### config.mk
export PLATFORM = sky130hd
export DESIGN_NAME = edge_bank_rs_arbiter_flat
export DESIGN_NICKNAME = d
export VERILOG_FILES = /design/src/rtl/edge_bank_rs_arbiter_pkg.sv /design/src/rtl/edge_bank_rs_arbiter_if.sv /design/src/rtl/edge_bank_rs_arbiter_rr_priority_pick.sv /design/src/rtl/edge_bank_rs_arbiter.sv /design/src/flat_wrapper.sv
export SDC_FILE = /design/constraint.sdc
export NUM_CORES = 1
export LEC_CHECK = 0
export CORE_AREA = 4 4 109 111
export DETAILED_ROUTE_END_ITERATION = 8
export DIE_AREA = 0 0 113 115
export HOLD_SLACK_MARGIN = 0.05
export MAX_ROUTING_LAYER = met4
export PLACE_DENSITY = 0.8
export SETUP_SLACK_MARGIN = 0.05
export SYNTH_ARGS = -nofsm -noshare
export SYNTH_HDL_FRONTEND = slang
export SYNTH_SLANG_ARGS = --single-unit
export TNS_END_PERCENT = 30
### constraint.sdc
create_clock -name clk -period 3.76 [get_ports clk]
set_input_delay 1.128 -clock clk [delete_from_list [all_inputs] [get_ports clk]]
set_output_delay 1.128 -clock clk [all_outputs]
set_load 0.01 [all_outputs]
### src/rtl/edge_bank_rs_arbiter_pkg.sv
// Shared types and sizing for the edge-bank to reservation-station arbiter.
// Holds the bank beat struct, the arbiter state enum, the array sizes and a
// helper that extracts one bank's beat from the flattened bank buses.
package edge_bank_rs_arbiter_pkg;

    localparam int NUM_BANK  = 4;
    localparam int FV_SIZE   = 16;
    localparam int NODE_ID_W = 10;
    localparam int MAX_BEATS = 16;

    localparam int PTR_W  = $clog2(NUM_BANK);
    localparam int CNT_W  = $clog2(MAX_BEATS) + 1;
    localparam int BEAT_W = 2 * FV_SIZE;

    // One beat as a bank presents it to the RS port
    typedef struct packed {
        logic                          sos;
        logic                          eos;
        logic [1:0][FV_SIZE-1:0]       fv_data;
        logic [NODE_ID_W-1:0]          node_id;
    } bank2rs_t;

    typedef enum logic {
        ARB    = 1'b0,
        STREAM = 1'b1
    } arb_state_e;

    // Gather bank 'sel' out of the flattened per-bank buses
    function automatic bank2rs_t pick_beat(
        input logic [NUM_BANK-1:0]           sos,
        input logic [NUM_BANK-1:0]           eos,
        input logic [NUM_BANK*BEAT_W-1:0]    data,
        input logic [NUM_BANK*NODE_ID_W-1:0] node,
        input logic [PTR_W-1:0]              sel
    );
        bank2rs_t beat;
        beat.sos     = sos[sel];
        beat.eos     = eos[sel];
        beat.fv_data = data[int'(sel) * BEAT_W +: BEAT_W];
        beat.node_id = node[int'(sel) * NODE_ID_W +: NODE_ID_W];
        return beat;
    endfunction

endpackage

### src/rtl/edge_bank_rs_arbiter_if.sv
// Bank-array / RS handshake bundle. The master modport is the arbiter's view
// (drives grants and the RS beat); the slave modport is the environment's view.
interface edge_bank_rs_arbiter_if;
    import edge_bank_rs_arbiter_pkg::*;

    logic [NUM_BANK-1:0]           bank_req;
    logic [NUM_BANK-1:0]           bank_sos;
    logic [NUM_BANK-1:0]           bank_eos;
    logic [NUM_BANK*BEAT_W-1:0]    bank_data;
    logic [NUM_BANK*NODE_ID_W-1:0] bank_node_id;
    logic                          rs_ready;
    logic [NUM_BANK-1:0]           bank_grant;
    logic                          rs_valid;
    logic                          rs_sos;
    logic                          rs_eos;
    logic [BEAT_W-1:0]             rs_data;
    logic [NODE_ID_W-1:0]          rs_node_id;

    modport master (
        input  bank_req, bank_sos, bank_eos, bank_data, bank_node_id, rs_ready,
        output bank_grant, rs_valid, rs_sos, rs_eos, rs_data, rs_node_id
    );

    modport slave (
        output bank_req, bank_sos, bank_eos, bank_data, bank_node_id, rs_ready,
        input  bank_grant, rs_valid, rs_sos, rs_eos, rs_data, rs_node_id
    );

endinterface

### src/rtl/edge_bank_rs_arbiter_rr_priority_pick.sv
// Round-robin priority picker: first set request at or above ptr, wrapping.
// Purely combinational; NUM_BANK is a power of two so index wrap is free.
module rr_priority_pick
    import edge_bank_rs_arbiter_pkg::*;
(
    input  logic [NUM_BANK-1:0] req,
    input  logic [PTR_W-1:0]    ptr,
    output logic [NUM_BANK-1:0] onehot,
    output logic [PTR_W-1:0]    idx,
    output logic                any_req
);

    // Scan candidates ptr, ptr+1, ... and keep the first requester found
    always_comb begin
        logic [PTR_W-1:0] cand_s;
        onehot  = {NUM_BANK{1'b0}};
        idx     = {PTR_W{1'b0}};
        any_req = 1'b0;
        cand_s  = {PTR_W{1'b0}};
        for (int i = 0; i < NUM_BANK; i++) begin
            cand_s = ptr + PTR_W'(i);
            if (!any_req && req[cand_s]) begin
                any_req        = 1'b1;
                idx            = cand_s;
                onehot[cand_s] = 1'b1;
            end else begin
                // an earlier candidate already won; leave the result alone
                any_req = any_req;
            end
        end
    end

endmodule

### src/rtl/edge_bank_rs_arbiter.sv
// Edge-bank to reservation-station arbiter. Grants one bank round-robin,
// locks onto it until eos and forwards its beats through one register stage.
// Optional build macro EDGE_ARB_TIMEOUT_EN: a stream reaching MAX_BEATS beats
// without eos is force-terminated (rs_eos=1 on that beat) and the FSM rearms.
module edge_bank_rs_arbiter
    import edge_bank_rs_arbiter_pkg::*;
(
    input  logic                   clk,
    input  logic                   reset,
    edge_bank_rs_arbiter_if.master arb_if,
    output logic                   busy,
    output logic                   proto_err
);

    localparam logic [PTR_W-1:0] PTR_ONE  = PTR_W'(1);
    localparam logic [CNT_W-1:0] CNT_ONE  = CNT_W'(1);
    localparam logic [CNT_W-1:0] CNT_MAX  = CNT_W'(MAX_BEATS);
    localparam logic [CNT_W-1:0] CNT_LAST = CNT_W'(MAX_BEATS - 1);

    arb_state_e           state_r, state_s;
    logic [PTR_W-1:0]     rr_ptr_r, rr_ptr_s;
    logic [PTR_W-1:0]     owner_r, owner_s;
    logic [CNT_W-1:0]     beat_cnt_r, beat_cnt_s;
    logic                 proto_err_r, err_s;

    logic                 rs_valid_r, rs_valid_s;
    logic                 rs_sos_r, rs_sos_s;
    logic                 rs_eos_r, rs_eos_s;
    logic [BEAT_W-1:0]    rs_data_r, rs_data_s;
    logic [NODE_ID_W-1:0] rs_node_id_r, rs_node_id_s;

    logic [NUM_BANK-1:0]  win_onehot_s;
    logic [PTR_W-1:0]     win_idx_s;
    logic                 any_req_s;
    logic [NUM_BANK-1:0]  grant_s;
    logic                 last_slot_s;
    bank2rs_t             win_beat_s;
    bank2rs_t             own_beat_s;

    rr_priority_pick u_pick (
        .req     (arb_if.bank_req),
        .ptr     (rr_ptr_r),
        .onehot  (win_onehot_s),
        .idx     (win_idx_s),
        .any_req (any_req_s)
    );

    assign win_beat_s = pick_beat(arb_if.bank_sos, arb_if.bank_eos, arb_if.bank_data,
                                  arb_if.bank_node_id, win_idx_s);
    assign own_beat_s = pick_beat(arb_if.bank_sos, arb_if.bank_eos, arb_if.bank_data,
                                  arb_if.bank_node_id, owner_r);

    // Current beat is the MAX_BEATS-th one of the stream
    assign last_slot_s = (beat_cnt_r >= CNT_LAST);

    // Next-state, grant and next RS beat for the arbiter FSM
    always_comb begin
        state_s      = state_r;
        rr_ptr_s     = rr_ptr_r;
        owner_s      = owner_r;
        beat_cnt_s   = beat_cnt_r;
        err_s        = proto_err_r;
        grant_s      = {NUM_BANK{1'b0}};
        rs_valid_s   = 1'b0;
        rs_sos_s     = 1'b0;
        rs_eos_s     = 1'b0;
        rs_data_s    = rs_data_r;
        rs_node_id_s = rs_node_id_r;
        case (state_r)
            ARB: begin
                if (any_req_s && arb_if.rs_ready) begin
                    grant_s      = win_onehot_s;
                    rs_valid_s   = 1'b1;
                    rs_sos_s     = win_beat_s.sos;
                    rs_eos_s     = win_beat_s.eos;
                    rs_data_s    = win_beat_s.fv_data;
                    rs_node_id_s = win_beat_s.node_id;
                    rr_ptr_s     = win_idx_s + PTR_ONE;
                    err_s        = proto_err_r | ~win_beat_s.sos;
                    if (win_beat_s.eos) begin
                        // single-beat stream: rearm immediately
                        state_s = ARB;
                    end else begin
                        owner_s    = win_idx_s;
                        beat_cnt_s = CNT_ONE;
                        state_s    = STREAM;
                    end
                end else begin
                    // no eligible request or RS not ready: forward nothing
                    rs_valid_s = 1'b0;
                end
            end
            STREAM: begin
                // rs_node_id keeps the id captured on the sos beat
                rs_valid_s = 1'b1;
                rs_sos_s   = 1'b0;
                rs_eos_s   = own_beat_s.eos;
                rs_data_s  = own_beat_s.fv_data;
                beat_cnt_s = (beat_cnt_r == CNT_MAX) ? beat_cnt_r : beat_cnt_r + CNT_ONE;
                err_s      = proto_err_r | own_beat_s.sos | (last_slot_s & ~own_beat_s.eos);
                if (own_beat_s.eos) begin
                    state_s = ARB;
`ifdef EDGE_ARB_TIMEOUT_EN
                end else if (last_slot_s) begin
                    // terminate the runaway stream so the RS sees an eos
                    rs_eos_s = 1'b1;
                    state_s  = ARB;
`endif
                end else begin
                    state_s = STREAM;
                end
            end
            default: begin
                state_s = ARB;
            end
        endcase
    end

    // State, pointer, counter and registered RS outputs
    always_ff @(posedge clk) begin
        if (reset) begin
            state_r      <= ARB;
            rr_ptr_r     <= {PTR_W{1'b0}};
            owner_r      <= {PTR_W{1'b0}};
            beat_cnt_r   <= {CNT_W{1'b0}};
            proto_err_r  <= 1'b0;
            rs_valid_r   <= 1'b0;
            rs_sos_r     <= 1'b0;
            rs_eos_r     <= 1'b0;
            rs_data_r    <= {BEAT_W{1'b0}};
            rs_node_id_r <= {NODE_ID_W{1'b0}};
        end else begin
            state_r      <= state_s;
            rr_ptr_r     <= rr_ptr_s;
            owner_r      <= owner_s;
            beat_cnt_r   <= beat_cnt_s;
            proto_err_r  <= err_s;
            rs_valid_r   <= rs_valid_s;
            rs_sos_r     <= rs_sos_s;
            rs_eos_r     <= rs_eos_s;
            rs_data_r    <= rs_data_s;
            rs_node_id_r <= rs_node_id_s;
        end
    end

    // Grant is combinational and suppressed while reset is high
    assign arb_if.bank_grant = reset ? {NUM_BANK{1'b0}} : grant_s;
    assign arb_if.rs_valid   = rs_valid_r;
    assign arb_if.rs_sos     = rs_sos_r;
    assign arb_if.rs_eos     = rs_eos_r;
    assign arb_if.rs_data    = rs_data_r;
    assign arb_if.rs_node_id = rs_node_id_r;
    assign busy              = (state_r != ARB) || rs_valid_r;
    assign proto_err         = proto_err_r;

endmodule

### src/flat_wrapper.sv
// flat-port wrapper written by rule: the top's interface ports become plain ports
module edge_bank_rs_arbiter_flat import edge_bank_rs_arbiter_pkg::*;
  (clk, reset, busy, proto_err, arb_if_bank_req, arb_if_bank_sos, arb_if_bank_eos, arb_if_bank_data, arb_if_bank_node_id, arb_if_rs_ready, arb_if_bank_grant, arb_if_rs_valid, arb_if_rs_sos, arb_if_rs_eos, arb_if_rs_data, arb_if_rs_node_id);
  edge_bank_rs_arbiter_if arb_if_i ();
  input  logic clk;
  input  logic reset;
  output logic busy;
  output logic proto_err;
  input wire logic [$bits(arb_if_i.bank_req)-1:0] arb_if_bank_req;
  input wire logic [$bits(arb_if_i.bank_sos)-1:0] arb_if_bank_sos;
  input wire logic [$bits(arb_if_i.bank_eos)-1:0] arb_if_bank_eos;
  input wire logic [$bits(arb_if_i.bank_data)-1:0] arb_if_bank_data;
  input wire logic [$bits(arb_if_i.bank_node_id)-1:0] arb_if_bank_node_id;
  input wire logic [$bits(arb_if_i.rs_ready)-1:0] arb_if_rs_ready;
  output wire logic [$bits(arb_if_i.bank_grant)-1:0] arb_if_bank_grant;
  output wire logic [$bits(arb_if_i.rs_valid)-1:0] arb_if_rs_valid;
  output wire logic [$bits(arb_if_i.rs_sos)-1:0] arb_if_rs_sos;
  output wire logic [$bits(arb_if_i.rs_eos)-1:0] arb_if_rs_eos;
  output wire logic [$bits(arb_if_i.rs_data)-1:0] arb_if_rs_data;
  output wire logic [$bits(arb_if_i.rs_node_id)-1:0] arb_if_rs_node_id;
  assign arb_if_i.bank_req = arb_if_bank_req;
  assign arb_if_i.bank_sos = arb_if_bank_sos;
  assign arb_if_i.bank_eos = arb_if_bank_eos;
  assign arb_if_i.bank_data = arb_if_bank_data;
  assign arb_if_i.bank_node_id = arb_if_bank_node_id;
  assign arb_if_i.rs_ready = arb_if_rs_ready;
  assign arb_if_bank_grant = arb_if_i.bank_grant;
  assign arb_if_rs_valid = arb_if_i.rs_valid;
  assign arb_if_rs_sos = arb_if_i.rs_sos;
  assign arb_if_rs_eos = arb_if_i.rs_eos;
  assign arb_if_rs_data = arb_if_i.rs_data;
  assign arb_if_rs_node_id = arb_if_i.rs_node_id;
  edge_bank_rs_arbiter u_core (.clk(clk), .reset(reset), .arb_if(arb_if_i), .busy(busy), .proto_err(proto_err));
endmodule
==> flow_metrics.env <==
export IMPL_syn_num_nets=713
export IMPL_grt_overflow=0
export IMPL_die_h_um=115
export IMPL_grt_pass1_vias=4864
export IMPL_crit_fanout=9
export IMPL_h_tree_depth=2
export IMPL_utilization_pct=63.7
export IMPL_ys_types=63
export IMPL_slew_violations=0
export IMPL_placementRows=38
export IMPL_setup_viol=0
export IMPL_relSlewSlack_pct=72.8
export IMPL_cts_tree="done"
export IMPL_crit_type="input port to output pin"
export IMPL_slowest_stage="mux4_2"
export IMPL_via_per_inst=5.24
export IMPL_grt_pass1_wl_um=22700
export IMPL_hold_depth=2
export IMPL_synth_edff_count=0
export IMPL_core_sq_um=10800
export IMPL_min_period_over_period_pct=99.1
export IMPL_design_area_sq_um=6880
export IMPL_async_reset_ff_share_pct=0
export IMPL_drt_wirelength_per_cell_um=15.9
export IMPL_numClockSinks=56
export IMPL_synth_seq_cells=56
export IMPL_finClkSkew_ps=12.2
export IMPL_finalHoldViolCount=0
export IMPL_yosys_warnings=0
export IMPL_crit_chain="buf_8 -> mux4_2 -> a22oi_1 -> nor2_1 -> a221oi_2 -> nor2_1 -> buf_2"
export IMPL_rr_endpoint="u_core.arb_if.rs_node_id[4]$_SDFFE_PP0P_"
export IMPL_routed_via_count=4684
export IMPL_ys_flop_type="dfxtp_1"
export IMPL_syn2layout_area_growth_pct=66.0
export IMPL_cts_root_buf="clkbuf_8"
export IMPL_drive_gt1_share_pct=14.3
export IMPL_min_to="u_core.arb_if.rs_node_id[1]$_SDFFE_PP0P_"
export IMPL_postCtsHoldBufs=0
export IMPL_ir_drop_uv=774
export IMPL_cp_start_kind="input port"
export IMPL_status="finished clean"
export IMPL_crit_top_cell="nor2_1"
export IMPL_cellLeakagePower_nw=2.66
export IMPL_hold_path_class="register to register"
export IMPL_drtPass1Iterations=4
export IMPL_fin_total_pwr_w=0.00524
export IMPL_io_pins=234
export IMPL_placed_area_sq_um=6730
export IMPL_power_density_nw_per_um2=762
export IMPL_rr_worst_depth=12
export IMPL_diodes=0
export IMPL_grt_use_total_pct=21.6
export IMPL_syn_area_per_cell_sq_um=7.98
export IMPL_timing_final_crit_period_ps=3730
export IMPL_fmax_mhz=268
export IMPL_drc=0
export IMPL_drt_iter0_markers=294
export IMPL_postRouteAntennaNets=0
export IMPL_dpl_hpwl_um=11600
export IMPL_path_clk_slew_ps=90
export IMPL_cpPeakStageDelay_ps=590
export IMPL_end_kind="output pin"
export IMPL_rrSetupSlack_ps=700
export IMPL_final_nets=947
export IMPL_drv_cap=0
export IMPL_die_area_sq_um=13000
export IMPL_required_ps=2630
export IMPL_fp_dieW_um=113
export IMPL_synth_area_sq_um=4140
export IMPL_critPathTopFamily="multiplexers"
export IMPL_clockBufferDepth=2
export IMPL_grt_max_degree=65
export IMPL_cp_num_buf_inv=2
export IMPL_cts_buffers=5
export IMPL_drt_total_wl_um=14200
export IMPL_port_buffers=233
export IMPL_hp_start="u_core.arb_if.rs_node_id[1]$_SDFFE_PP0P_"
export IMPL_rsz0062_at_grt="yes"
export IMPL_synthCells=519
export IMPL_synth_seq_area_share_pct=27.1
export IMPL_antenna_found_initial=0
export IMPL_clock_latency_ps=310
export IMPL_tightest_slew_ps=403
export IMPL_start_util_pct=38.4
export IMPL_arrival_ps=2600
export IMPL_place_congestion=0.867
export IMPL_r2r_start="u_core.rr_ptr_r[1]$_SDFFE_PP0P_"
[routing by layer]
layer | track usage (%) | vias up | part of all wire [%]
li1 | - | 2331 | -
met1 | 23.7 | 2184 | 38
met2 | 40.8 | 153 | 55
met3 | 3.79 | 16 | 5.6
met4 | 4.89 | 0 | 1.4
met5 | - | - | 0
[per-stage QoR]
| step | TNS [ps] | hold slack, ps | worst slack, ps | std cells |
|---|---|---|---|---|
| after floorplan | 0 | 481 | 92.3 | 519 |
| after global placement | -3670 | 445 | -719 | 883 |
| after detailed placement | -6230 | 451 | -807 | 883 |
| after CTS | 0 | 464 | 60.1 | 892 |
| after global routing | -16.5 | 487 | -16.5 | 894 |
| final | 0 | 461 | 34.9 | 894 |
[kinds of logic after synthesis]
| kind of cell | Yosys count | share of synthesized area, % |
|---|---|---|
| XOR/XNOR | 1 | 0.211 |
| AND/OR/NAND/NOR | 277 | 29.5 |
| flip-flops | 56 | 27.1 |
| multiplexers | 22 | 10.5 |
| adder cells (fa/ha/maj) | 11 | 3.32 |
| buffers and inverters | 57 | 7.85 |
| AO/OA/AOI/OAI | 95 | 21.5 |
[repair_timing]
item	4_1_cts	5_1_grt
endpoints found under the hold margin	0	0
pin swaps	2	3
setup buffers	1	2
gates resized for setup	41	11
endpoints found under the setup margin	4	4
[tightest hold or removal path, stage by stage, from the launching register on]
cell and delay (ps):
dfxtp_1 320, nand2_1 50, a21oi_1 50
[power breakdown]
| group | internal [W] | switching (W) | leakage, nW |
|---|---|---|---|
| clock | 0.000133 | 0.000192 | 0.0414 |
| combinational | 0.00191 | 0.00210 | 2.16 |
| sequential | 0.000787 | 0.000116 | 0.461 |
[flip-flops by register name (all words and copies together), names as in the netlist]
name,count
u_core.proto_err,1
u_core.owner_r,2
u_core.rr_ptr_r,2
u_core.arb_if.rs_sos,1
u_core.state_r,1
u_core.arb_if.rs_valid,1
u_core.arb_if.rs_eos,1
u_core.arb_if.rs_data,32
u_core.beat_cnt_r,5
u_core.arb_if.rs_node_id,10
[cell usage in the layout (no fill, tap or decap), types with 5 or more instances in the layout]
master	synthesis	routed
clkdlybuf4s50_1	0	225
nand2_1	162	162
nand3_1	65	65
dfxtp_1	56	56
buf_4	3	34
a32o_1	32	32
nor2_1	20	19
mux4_2	17	17
a21oi_1	13	13
ha_1	11	11
inv_1	8	8
a21oi_2	6	6
clkbuf_8	0	5
buf_12	0	5
[Yosys cell counts (2+ instances only)]
cell	instances	area share, %
ha_1	11	3.3
or3_1	2	0.30
nand3_1	65	7.9
o41ai_2	4	1.6
o211ai_1	3	0.54
o41a_1	2	0.54
o21bai_1	2	0.36
buf_4	3	0.54
nand2_1	162	15
a221oi_1	4	0.85
a21oi_1	13	1.6
a211oi_1	3	0.54
dfxtp_1	56	27
nand2b_1	3	0.45
mux2_2	2	0.54
mux2i_1	3	0.72
a22oi_1	4	0.72
o21ai_1	3	0.36
buf_2	20	2.4
clkbuf_1	12	1.1
a21oi_2	6	1.3
nand3b_1	2	0.36
buf_6	10	2.7
nor4_1	2	0.30
a21oi_4	2	0.79
o21ai_0	2	0.24
clkinv_1	2	0.18
nor3_1	5	0.60
inv_1	8	0.72
a32o_1	32	7.7
and3_1	3	0.45
nor2_1	20	1.8
nor2b_1	2	0.30
mux4_2	17	9.2
[worst max-delay path by stage]
stage / cells past startpoint / startpoint / slack (ps) / end
2_1_floorplan: 8 / arb_if_bank_req[2] / 90 / arb_if_bank_grant[0]
6_report: 7 / arb_if_bank_req[2] / 30 / arb_if_bank_grant[2]
3_3_place_gp: 7 / arb_if_bank_req[2] / -720 / arb_if_bank_grant[0]
3_5_place_dp: 7 / arb_if_bank_req[2] / -810 / arb_if_bank_grant[0]
5_1_grt: 7 / arb_if_bank_req[1] / -20 / arb_if_bank_grant[0]
4_1_cts: 7 / arb_if_bank_req[2] / 60 / arb_if_bank_grant[1]
[final cells by class]
type | instances | area [sq um]
clock buffer | 6 | 72.6
sequential | 56 | 1120
inverter | 11 | 41.3
multi-input combinational | 406 | 2760
timing repair buffer | 273 | 2690
clock inverter | 2 | 16.3
fill | 927 | 3920
tap | 140 | 175
Power figures use the tool's default switching activity.
